**config.mk**
```make
export PLATFORM = sky130hd
export DESIGN_NAME = ras_ctrl
export DESIGN_NICKNAME = d
export VERILOG_FILES = /design/src/rtl/ras_pkg.sv /design/src/rtl/ras_decode.sv /design/src/rtl/ras_ctrl.sv
export SDC_FILE = /design/constraint.sdc
export NUM_CORES = 1
export LEC_CHECK = 0
export CORE_UTILIZATION = 56
export CTS_BUF_LIST = sky130_fd_sc_hd__clkbuf_4
export CTS_CLUSTER_DIAMETER = 50
export DETAILED_ROUTE_END_ITERATION = 16
export PLACE_DENSITY = 0.87
export SETUP_SLACK_MARGIN = 0.1
export SYNTH_ARGS = -nofsm -noshare
export SYNTH_HDL_FRONTEND = slang
export SYNTH_HIERARCHICAL = 1
export SYNTH_SLANG_ARGS = --single-unit
```
**constraint.sdc**
```tcl
create_clock -name clk -period 4.55 [get_ports clk]
set_input_delay 0.91 -clock clk [delete_from_list [all_inputs] [get_ports clk]]
set_output_delay 0.91 -clock clk [all_outputs]
set_load 0.03 [all_outputs]
```
**src/rtl/ras_pkg.sv**
```systemverilog
// Shared decode constants, operation encoding and link-register helper for the
// return-address-stack controller.
package ras_pkg;

  localparam logic [6:0] OP_JAL  = 7'b1101111;
  localparam logic [6:0] OP_JALR = 7'b1100111;

  localparam logic [4:0] REG_X1 = 5'd1;
  localparam logic [4:0] REG_X5 = 5'd5;

  // 16-bit encodings: quadrant in [1:0], funct3 in [15:13], funct4 in [15:12]
  localparam logic [1:0] RVC_Q1      = 2'b01;
  localparam logic [1:0] RVC_Q2      = 2'b10;
  localparam logic [1:0] RVC_Q_NONE  = 2'b11;
  localparam logic [2:0] RVC_F3_JAL  = 3'b001;
  localparam logic [3:0] RVC_F4_JR   = 4'b1000;
  localparam logic [3:0] RVC_F4_JALR = 4'b1001;

  typedef enum logic [1:0] {
    RAS_NONE,
    RAS_PUSH,
    RAS_POP,
    RAS_POPPUSH
  } ras_op_e;

  function automatic logic is_link(input logic [4:0] r);
    return (r == REG_X1) || (r == REG_X5);
  endfunction

endpackage

```
**src/rtl/ras_decode.sv**
```systemverilog
// Combinational classifier: instruction word -> stack operation, zero latency.
// RAS_RVC_EN adds 16-bit c.jal / c.jalr / c.jr decoding; otherwise those are NONE.
module ras_decode
  import ras_pkg::*;
(
  input  logic [31:0] instr_i,
  output ras_op_e     op_o,
  output logic        is_c_o
);

  logic [6:0] opcode;
  logic [4:0] rd;
  logic [4:0] rs1;
  logic       imm_unused;

  assign opcode     = instr_i[6:0];
  assign rd         = instr_i[11:7];
  assign rs1        = instr_i[19:15];
  assign imm_unused = ^{instr_i[31:20], instr_i[14:12]};

`ifdef RAS_RVC_EN
  logic [4:0] c_rs1;
  logic [4:0] c_rs2;
  assign c_rs1 = instr_i[11:7];
  assign c_rs2 = instr_i[6:2];
`endif

  always_comb begin
    op_o   = RAS_NONE;
    is_c_o = 1'b0;
    if (instr_i[1:0] == RVC_Q_NONE) begin
      if (opcode == OP_JAL) begin
        if (is_link(rd)) op_o = RAS_PUSH;
      end else if (opcode == OP_JALR) begin
        // x1/x5 used as both rd and rs1 but different: return then call (coroutine swap)
        unique case ({is_link(rd), is_link(rs1)})
          2'b01:   op_o = RAS_POP;
          2'b10:   op_o = RAS_PUSH;
          2'b11:   op_o = (rd == rs1) ? RAS_PUSH : RAS_POPPUSH;
          default: op_o = RAS_NONE;
        endcase
      end
    end
`ifdef RAS_RVC_EN
    else begin
      is_c_o = 1'b1;
      if (instr_i[1:0] == RVC_Q1 && instr_i[15:13] == RVC_F3_JAL) begin
        op_o = RAS_PUSH;
      end else if (instr_i[1:0] == RVC_Q2 && c_rs2 == 5'd0 && c_rs1 != 5'd0) begin
        if (instr_i[15:12] == RVC_F4_JALR) begin
          op_o = (c_rs1 == REG_X5) ? RAS_POPPUSH : RAS_PUSH;
        end else if (instr_i[15:12] == RVC_F4_JR && is_link(c_rs1)) begin
          op_o = RAS_POP;
        end
      end
    end
`endif
  end

endmodule

```
**src/rtl/ras_ctrl.sv**
```systemverilog
// Return-address stack: same-cycle prediction from fetch, speculative and committed
// pointers, flush restores speculative pointers from committed ones. Macro: RAS_RVC_EN.
module ras_ctrl
  import ras_pkg::*;
#(
  parameter int WIDTH = 32,
  parameter int DEPTH = 16
) (
  input  logic             clk,
  input  logic             rst,
  input  logic             fetch_valid,
  input  logic [WIDTH-1:0] fetch_pc,
  input  logic [31:0]      fetch_instr,
  input  logic             commit_valid,
  input  logic [31:0]      commit_instr,
  input  logic             flush,
  output logic             pred_valid,
  output logic [WIDTH-1:0] pred_target,
  output logic             ras_empty
);

  localparam int PW = $clog2(DEPTH);
  localparam int CW = $clog2(DEPTH + 1);

  typedef logic [PW-1:0] ptr_t;
  typedef logic [CW-1:0] cnt_t;

  typedef struct packed {
    ptr_t ptr;
    cnt_t cnt;
  } ras_st_t;

  localparam cnt_t CNT_FULL = cnt_t'(DEPTH);

  // Pointer/count arithmetic shared by the speculative and committed copies
  function automatic ras_st_t ras_step(input ras_op_e op, input ras_st_t s);
    ras_st_t n;
    n = s;
    unique case (op)
      RAS_PUSH: begin
        n.ptr = s.ptr + ptr_t'(1);
        n.cnt = (s.cnt == CNT_FULL) ? s.cnt : s.cnt + cnt_t'(1);
      end
      RAS_POP: begin
        if (s.cnt != '0) begin
          n.ptr = s.ptr - ptr_t'(1);
          n.cnt = s.cnt - cnt_t'(1);
        end
      end
      RAS_POPPUSH: begin
        if (s.cnt == '0) begin
          n.ptr = s.ptr + ptr_t'(1);
          n.cnt = cnt_t'(1);
        end
      end
      default: n = s;
    endcase
    return n;
  endfunction

  logic [WIDTH-1:0] mem_q [DEPTH];
  ras_st_t          spec_q, spec_d;
  ras_st_t          com_q, com_d;

  ras_op_e          fetch_op;
  logic             fetch_is_c;
  ras_op_e          commit_op;
  logic             commit_is_c_unused;

  ptr_t             top_idx;
  logic             spec_nonempty;
  logic [WIDTH-1:0] push_data;
  logic             mem_we;
  ptr_t             mem_widx;

  ras_decode u_fetch_dec (
    .instr_i (fetch_instr),
    .op_o    (fetch_op),
    .is_c_o  (fetch_is_c)
  );

  ras_decode u_commit_dec (
    .instr_i (commit_instr),
    .op_o    (commit_op),
    .is_c_o  (commit_is_c_unused)
  );

  assign top_idx       = spec_q.ptr - ptr_t'(1);
  assign spec_nonempty = (spec_q.cnt != '0);
  assign push_data     = fetch_pc + (fetch_is_c ? WIDTH'(2) : WIDTH'(4));

  assign pred_valid  = fetch_valid && spec_nonempty &&
                       (fetch_op == RAS_POP || fetch_op == RAS_POPPUSH);
  assign pred_target = pred_valid ? mem_q[top_idx] : '0;
  assign ras_empty   = !spec_nonempty;

  // POPPUSH replaces the current top; on an empty stack it degenerates to a push
  assign mem_we   = fetch_valid && !flush &&
                    (fetch_op == RAS_PUSH || fetch_op == RAS_POPPUSH);
  assign mem_widx = (fetch_op == RAS_POPPUSH && spec_nonempty) ? top_idx : spec_q.ptr;

  always_comb begin
    com_d  = commit_valid ? ras_step(commit_op, com_q) : com_q;
    spec_d = spec_q;
    if (flush) begin
      spec_d = com_d;
    end else if (fetch_valid) begin
      spec_d = ras_step(fetch_op, spec_q);
    end
  end

  always_ff @(posedge clk) begin
    if (rst) begin
      spec_q <= '0;
      com_q  <= '0;
    end else begin
      spec_q <= spec_d;
      com_q  <= com_d;
    end
  end

  always_ff @(posedge clk) begin
    if (!rst && mem_we) begin
      mem_q[mem_widx] <= push_data;
    end
  end

endmodule

```
==> flow_summary.json, run 1 <==
{
  "utilization_pct": 68.0,
  "synthCells": 1173,
  "core-area_mm2": 0.0387,
  "ys_warn_count": 6,
  "postLayoutSetupSlackWorst_ns": 0.233,
  "wirelength_mm": 53.0,
  "num_vias": 12800,
  "cp.arrival_ns": 3.41,
  "drt-initial-drc-count": 1497,
  "fin_crit_ns": 4.32,
  "remaining_drc_errors": 0,
  "cts_htree_levels": 3,
  "rsz0062_at_grt": "yes",
  "hp-class": "reg2reg",
  "track_usage_pct": 26.7,
  "max_freq_ghz": 0.232,
  "cts.sinks": 530,
  "antenna_found_initial": 1,
  "cp-end-kind": "output port",
  "pre_cts_slack_ns": -0.0408,
  "synthToLayoutAreaGrowth_pct": 19.3,
  "die-width_um": 201,
  "antenna_left": 0,
  "synth_area_mm2": 0.0221,
  "clk_pin_slew_ns": 0.07,
  "power_density_mw_per_mm2": 364,
  "cp-start-kind": "flop",
  "root_buffer": "clkbuf_4",
  "drive_gt1_share_pct": 31.8,
  "startpoint": "spec_q[6]$_SDFFE_PP0P_",
  "port_buffers": 104,
  "die_y_um": 201,
  "leakagePower_nw": 8.60,
  "hold_viol_final": 0,
  "worst-path-max-fanout": 30,
  "r2r-start": "spec_q[2]$_SDFFE_PP0P_",
  "die-area_mm2": 0.0402,
  "syn_area_per_cell_um2": 18.8,
  "crit_type": "reg2out",
  "grt-ovfl-total": 0,
  "critical-path-max-stage-delay_ns": 0.45,
  "insertion_delay_ns": 0.86,
  "status": "finished, final reports clean",
  "period_share_pct": 94.9,
  "wl_per_cell_um": 26.1,
  "clockBufferDepth": 3,
  "placed_area_mm2": 0.0247,
  "rows": 72,
  "initial_core_util_pct": 57.0,
  "io_pins": 135,
  "finClkSkew_ns": 0.0594,
  "grt_pass1_vias": 13300,
  "maxCapViolCount": 0,
  "final_area_mm2": 0.0263,
  "vias_per_cell": 6.30,
  "critPathBufInv": 4,
  "total_power_mw": 9.58,
  "finalWeightedCongestion": 0.842,
  "cts_tree": "yes",
  "vdd_drop_max_mv": 0.216,
  "critical_path.top_delay_family": "buffers and inverters",
  "worstPathCellList": "inv_1 -> ha_4 -> buf_12 -> buf_12 -> mux4_2 -> and2_1 -> a211oi_1 -> a211oi_1 -> buf_4",
  "postCtsHoldBufs": 0,
  "dr.pass1.iters": 6,
  "nNetsFinal": 1541,
  "slowest_stage": "dfxtp_1",
  "dp_cells": 1816,
  "slew_headroom_pct": 5.16,
  "cts_buffers": 119,
  "worst-slew-pin-transition_ns": 1.41,
  "hold_start": "spec_q[3]$_SDFFE_PP0P_",
  "final_cells": 2035,
  "syn_nets": 1288,
  "setup_viol": 0,
  "slew_viol_final": 0,
  "grt_max_degree": 90,
  "grt_pass1_wl_mm": 78.9,
  "cp.required_ns": 3.64,
  "dp_hpwl_mm": 29.9
}
[sequential cells by signal (all words and copies together) (netlist names)]
| register | cells |
|---|---|
| com_q | 9 |
| mem_q | 512 |
| spec_q | 9 |
[layout make-up]
type                       count  area (µm²)
tap                          518         648
fill                        2336       12400
inverter                      20        75.1
clock buffer                 170        1280
antenna                        1        2.50
clock inverter                41         236
sequential                   530       15700
timing repair buffer         197        2170
multi-input combinational    558        6190
[through the flow]
| stage | setup TNS, ns | hold WS, ns |
|---|---|---|
| after floorplan | -58.55 | 0.514 |
| after global routing | 0 | 0.607 |
| after CTS | 0 | 0.577 |
| after detailed placement | -0.338 | 0.573 |
| after global placement | 0 | 0.550 |
| final | 0 | 0.578 |
[repair_timing]
item,in CTS,in global routing
setup buffers,1,6
endpoints found under the setup margin,17,13
resized for setup,2,9
pin swaps,1,1
[final timing paths]
check	to	slack (ns)	cells past startpoint
setup / recovery	pred_target[15]	0.23	9
hold / removal	spec_q[3]$_SDFFE_PP0P_	0.58	2
setup reg to reg	mem_q[13][8]$_DFFE_PP_	1.20	5
hold reg to reg	spec_q[3]$_SDFFE_PP0P_	0.58	2
[per-layer routing]
| layer | wire length (µm) | part of all wire (%) | GRT usage, % |
|---|---|---|---|
| met3 | 5690 | 11 | 6.19 |
| met5 | 0 | 0 | 0 |
| met4 | 1790 | 3.4 | 12.1 |
| met2 | 27000 | 51 | 44.5 |
| met1 | 18600 | 35 | 33.5 |
[worst min-delay path: cells and delay by family, from the launching register on]
kind             cells  cell delay [ns]
flip-flops           1             0.36
AND/OR/NAND/NOR      1             0.12
AO/OA/AOI/OAI        1             0.05
[report_power, final]
group	internal, mW	switching, mW	leakage, nW
Clock	1.84	1.81	0.902
Combinational	0.246	0.314	2.95
Sequential	5.36	0.00783	4.75
[cells in the final DEF (no fill, tap or decap), types with 9 or more instances in the layout]
cell,n
nand2_1,20
inv_1,20
edfxtp_1,512
o21ai_0,13
and2_1,34
clkbuf_4,170
mux2i_1,37
nor2_1,26
buf_4,84
a21oi_1,19
nor2_4,16
nand3_1,16
ha_1,11
nor3_1,10
clkinv_2,9
nand4_1,12
xnor2_1,30
mux4_2,128
a211oi_1,70
dfxtp_1,17
buf_12,38
clkdlybuf4s50_1,71
clkinv_1,25
Note: power is estimated with default switching activity, not from simulation.
==> run 2, diff against run 1 <==
Settings changed: CORE_UTILIZATION 56 to 45, PLACE_DENSITY 0.87 to 0.74.
==> run 2 against run 1 <==
Effect of this change: first-iteration DRC count shrank 33%; sequential share of layout area is 1.6 points lower; routed wire length decreased by 5.9%; combinational power about the same; largest cell class unchanged; fmax grew 0.48%; critical path type is now in2out; utilization is 12 points lower; highest routed layer unchanged.
==> flow_summary.json, run 2 (same netlist as run 1, synthesis figures left out) <==
{
  "worst-slew-pin-transition_ns": 1.31,
  "drive_gt1_share_pct": 34.3,
  "dp_hpwl_mm": 29.5,
  "final_area_mm2": 0.0271,
  "clockBufferDepth": 3,
  "p_comb_share_pct": 5.6,
  "grt_pass1_wl_mm": 76.5,
  "nNetsFinal": 1579,
  "seqPwrFrac_pct": 54.0,
  "grt-ovfl-total": 0,
  "cts.sinks": 530,
  "critical_path.top_delay_family": "buffers and inverters",
  "die_y_um": 223,
  "layout_common_cells": "512 x edfxtp_1, 200 x clkbuf_4, 128 x mux4_2",
  "wirelength_mm": 49.9,
  "postCtsHoldBufs": 0,
  "rsz0062_at_grt": "no",
  "max_freq_ghz": 0.233,
  "switching_share_pct": 21.3,
  "hold_viol_final": 0,
  "wl_per_cell_um": 23.0,
  "grt_pass1_vias": 13100,
  "port_buffers": 104,
  "cts_htree_levels": 4,
  "leakagePower_nw": 8.89,
  "vias_per_cell": 5.75,
  "die-area_mm2": 0.0499,
  "critPathBufInv": 5,
  "worstPathCellList": "clkdlybuf4s50_1 -> or4b_1 -> a2111oi_2 -> buf_4 -> o211ai_1 -> buf_4 -> a211oi_2 -> buf_4 -> buf_12",
  "power_density_mw_per_mm2": 368,
  "initial_core_util_pct": 45.9,
  "cts_buffers": 136,
  "maxCapViolCount": 0,
  "clk_pin_slew_ns": 0.05,
  "finClkSkew_ns": 0.0479,
  "cp-start-kind": "input pin",
  "placed_area_mm2": 0.0252,
  "vdd_drop_max_mv": 0.198,
  "tns_ns": 0,
  "top_regs": "mem_q: 512 flops, com_q: 9 flops, spec_q: 9 flops",
  "insertion_delay_ns": 0.84,
  "setup_viol": 0,
  "cts_tree": "yes",
  "root_buffer": "clkbuf_4",
  "cp-end-kind": "output port",
  "slew_viol_final": 0,
  "grt_max_degree": 64,
  "rows": 80,
  "total_power_mw": 9.96,
  "period_share_pct": 94.4,
  "antenna_found_initial": 2,
  "slowest_stage": "or4b_1",
  "cp.arrival_ns": 3.39,
  "largest_reg_flops": 512,
  "io_pins": 135,
  "hp-class": "reg2reg",
  "drt-initial-drc-count": 996,
  "critical-path-max-stage-delay_ns": 0.56,
  "top_register": "mem_q",
  "worst-path-max-fanout": 18,
  "crit_type": "in2out",
  "slew_headroom_pct": 12.0,
  "cpMostUsedCell": "buf_4",
  "finalWeightedCongestion": 0.812,
  "dp_cells": 1932,
  "final_cells": 2166,
  "fin_crit_ns": 4.30,
  "synthToLayoutAreaGrowth_pct": 22.6,
  "remaining_drc_errors": 0,
  "core-area_mm2": 0.0480,
  "p_sw_mw": 2.12,
  "dr.pass1.iters": 5,
  "num_vias": 12400,
  "track_usage_pct": 20.8,
  "cp.required_ns": 3.64,
  "whs_ns": 0.577,
  "p_int_mw": 7.84,
  "clock_power_share_pct": 40.4,
  "die-width_um": 223,
  "mostFrequentLayoutCell": "edfxtp_1",
  "status": "finished, final reports clean",
  "antenna_left": 0
}
## run 2: layout make-up
class                      count  area (µm²)
clock inverter                23         208
tap                          615         769
fill                        3622       21000
multi-input combinational    558        6200
clock buffer                 200        1500
antenna                        2        5.00
timing repair buffer         218        2570
inverter                      20        75.1
sequential                   530       15700
## run 2: per-stage QoR
| step | util [%] | worst slack [ns] |
|---|---|---|
| 2_1_floorplan | - | -0.219 |
| 3_3_place_gp | 52.5 | -0.0616 |
| 3_5_place_dp | 52.5 | -0.0630 |
| 4_1_cts | 56.2 | 0.0953 |
| 5_1_grt | 56.3 | 0.0934 |
| 6_report | 56.3 | 0.253 |
## run 2: power by group through the flow
stage	clock network, mW	logic, mW	registers, mW
floorplan	0	0.341	5.48
global placement	0	0.533	5.48
detailed placement	0	0.550	5.48
CTS	4.13	0.559	5.37
global route	4.39	0.602	5.37
finish	4.02	0.560	5.38
## run 2: path summary, 6_finish.rpt
kind / startpoint / to / slack (ns) / depth (start not counted)
setup / recovery: fetch_instr[16] / pred_target[6] / 0.25 / 9
hold / removal: com_q[7]$_SDFF_PP0_ / com_q[7]$_SDFF_PP0_ / 0.58 / 2
setup reg to reg: spec_q[2]$_SDFFE_PP0P_ / mem_q[12][18]$_DFFE_PP_ / 1.46 / 7
hold reg to reg: com_q[7]$_SDFF_PP0_ / com_q[7]$_SDFF_PP0_ / 0.58 / 2
## run 2: per-layer routing
layer / GRT usage [%] / vias to the layer above / part of all wire, %
li1: - / 5517 / -
met1: 25.9 / 6379 / 39
met2: 35.7 / 460 / 52
met3: 4.03 / 90 / 6.4
met4: 8.44 / 0 / 2.3
met5: 0 / - / 0
## run 2: timing repair
item | 4_1_cts | 5_1_grt
pin swaps | 1 | 1
setup endpoints to repair | 32 | 19
gates resized for setup | 11 | 2
setup buffers | 1 | 8
cloned | 0 | 0
endpoints found under the hold margin | 0 | 0
## run 2: tightest hold or removal path: stages, from the launching register on
cell and delay, ns:
dfxtp_1 0.36, xor2_1 0.11, nor2_1 0.08
==> run 3, diff against run 2 <==
Settings changed: CELL_PAD_IN_SITES_DETAIL_PLACEMENT from default to 2, CELL_PAD_IN_SITES_GLOBAL_PLACEMENT from default to 2, CORE_UTILIZATION 45 to 43, HOLD_SLACK_MARGIN from default to 0.12, PLACE_DENSITY 0.74 to 0.87.
==> run 3 against run 2 <==
Effect of this change: sequential share of layout area is 0.82 points lower; clock power grew 12%; the flow now finishes with violations (capacitance limit, slew limit, setup timing); register-to-register slack lost 1.0 ns; sequential cell count stayed put; routed wire length rose by 78%; global-route usage grew 11 points; setup slack got worse by 0.40 ns; cell count increased by 3.1%.
==> flow_summary.json, run 3 (same netlist as run 1, synthesis figures left out) <==
{
  "status": "complete, but fails checks",
  "violations": "capacitance limit, slew limit, setup timing",
  "initial_core_util_pct": 43.8,
  "layout_common_cells": "512 x edfxtp_1, 209 x clkbuf_4, 128 x mux4_2",
  "clockBufferDepth": 3,
  "fin_crit_ns": 4.70,
  "seqPwrFrac_pct": 50.9,
  "setup_viol": 3,
  "p_int_mw": 7.77,
  "maxCapViolCount": 4,
  "wirelength_mm": 88.9,
  "vdd_drop_max_mv": 0.173,
  "remaining_drc_errors": 0,
  "whs_ns": 0.699,
  "mostFrequentLayoutCell": "edfxtp_1",
  "grt-ovfl-total": 0,
  "hold_depth": 2,
  "cts_tree": "yes",
  "clk_pin_slew_ns": 0.09,
  "die-width_um": 229,
  "final_cells": 2233,
  "cp.required_ns": 3.64,
  "die-area_mm2": 0.0522,
  "vias_per_cell": 6.55,
  "rsz0062_at_grt": "yes",
  "utilization_pct": 54.5,
  "track_usage_pct": 32.1,
  "core-area_mm2": 0.0504,
  "rows": 82,
  "cts.sinks": 530,
  "finClkSkew_ns": 0.0742,
  "cp.arrival_ns": 3.79,
  "top_register": "mem_q",
  "hp-class": "reg2reg",
  "grt_pass1_vias": 15600,
  "leakagePower_nw": 8.98,
  "total_power_mw": 10.6,
  "p_sw_mw": 2.78,
  "power_density_mw_per_mm2": 385,
  "worst-slew-pin-transition_ns": 1.54,
  "synthToLayoutAreaGrowth_pct": 24.4,
  "num_vias": 14600,
  "root_buffer": "clkbuf_4",
  "crit_type": "in2out",
  "worst-path-max-fanout": 18,
  "period_share_pct": 103,
  "port_buffers": 104,
  "p_comb_share_pct": 6.5,
  "postLayoutSetupSlackWorst_ns": -0.151,
  "die_y_um": 229,
  "clock_power_share_pct": 42.6,
  "antenna_found_initial": 2,
  "cts_htree_levels": 4,
  "insertion_delay_ns": 0.91,
  "grt_max_degree": 57,
  "drive_gt1_share_pct": 37.4,
  "drt-initial-drc-count": 1939,
  "io_pins": 135,
  "wl_per_cell_um": 39.8,
  "dr.pass1.iters": 7,
  "top_regs": "mem_q: 512 flops, com_q: 9 flops, spec_q: 9 flops",
  "hold_viol_final": 0,
  "switching_share_pct": 26.4,
  "nNetsFinal": 1582,
  "dp_cells": 1983,
  "max_freq_ghz": 0.213,
  "dp_hpwl_mm": 44.1,
  "finalWeightedCongestion": 0.767,
  "grt_pass1_wl_mm": 118,
  "largest_reg_flops": 512,
  "cp-end-kind": "output port",
  "rr_worst_depth": 8,
  "slew_headroom_pct": -3.22,
  "antenna_left": 0,
  "cts_buffers": 138,
  "slew_viol_final": 52,
  "cp-start-kind": "input pin"
}
-- run 3: cell count changes in the layout (fill, tap and decap cells not counted), moves of 7 or more --
| cell | before | now |
|---|---|---|
| a211oi_1 | 70 | 37 |
| clkbuf_4 | 200 | 209 |
| xnor2_1 | 30 | 23 |
| xnor2_2 | 1 | 9 |
| a211oi_2 | 5 | 31 |
| a211oi_4 | 0 | 7 |
-- run 3: worst max-delay path, cell delays in order --
cell and delay, ns:
clkdlybuf4s50_1 0.50, and4b_2 0.30, nand3_2 0.12, a2111oi_4 0.34
buf_4 0.18, buf_4 0.15, o211ai_1 0.11, buf_4 0.22
buf_12 0.18, a211oi_1 0.38, buf_4 0.23, buf_12 0.12
-- run 3: path summary, 6_finish.rpt --
check	from	endpoint	slack, ns
worst max register to register	spec_q[2]$_SDFFE_PP0P_	mem_q[13][6]$_DFFE_PP_	0.45
worst min register to register	spec_q[3]$_SDFFE_PP0P_	spec_q[3]$_SDFFE_PP0P_	0.70
worst min-delay path	spec_q[3]$_SDFFE_PP0P_	spec_q[3]$_SDFFE_PP0P_	0.70
worst max-delay path	fetch_instr[6]	pred_target[3]	-0.15
-- run 3: power groups by stage --
stage	clock (mW)	combinational [mW]	sequential, mW
after global routing	4.71	0.708	5.37
after global placement	0	0.531	5.48
after detailed placement	0	0.583	5.48
after floorplan	0	0.341	5.48
final	4.50	0.688	5.37
after CTS	4.37	0.624	5.37
-- run 3: cell type report --
type	count	area (µm²)
clock inverters	24	123
fillers	4354	22900
flip-flops and latches	530	15700
diodes	1	2.50
multi-input cells	558	6480
clock buffers	209	1570
repair buffers	219	2620
inverters	20	78.8
well taps	672	841
-- run 3: what timing repair did --
item,CTS,global route
hold buffers,0,0
hold endpoints to repair,0,0
setup buffers,5,7
cloned,2,1
endpoints found under the setup margin,32,32
pin swaps,1,1
resized for setup,20,43
-- run 3: per-stage QoR --
step           cell area, µm²  TNS, ns  setup slack, ns
2_1_floorplan           22100   -58.55           -0.219
3_3_place_gp            25200    -2.34          -0.0851
3_5_place_dp            25200   -27.82           -0.447
4_1_cts                 27100        0           0.0531
5_1_grt                 27500   -0.165           -0.124
6_report                27500   -0.192           -0.151
-- run 3: routing by layer --
layer | part of all wire (%) | wire length (µm) | GRT usage (%) | vias up
met1 | 36 | 32100 | 38.9 | 7755
met4 | 5.9 | 5230 | 15.9 | 2
met5 | 0.015 | 13 | 0 | -
li1 | - | - | - | 5491
met2 | 50 | 44600 | 55.0 | 1076
met3 | 7.8 | 6940 | 5.90 | 297
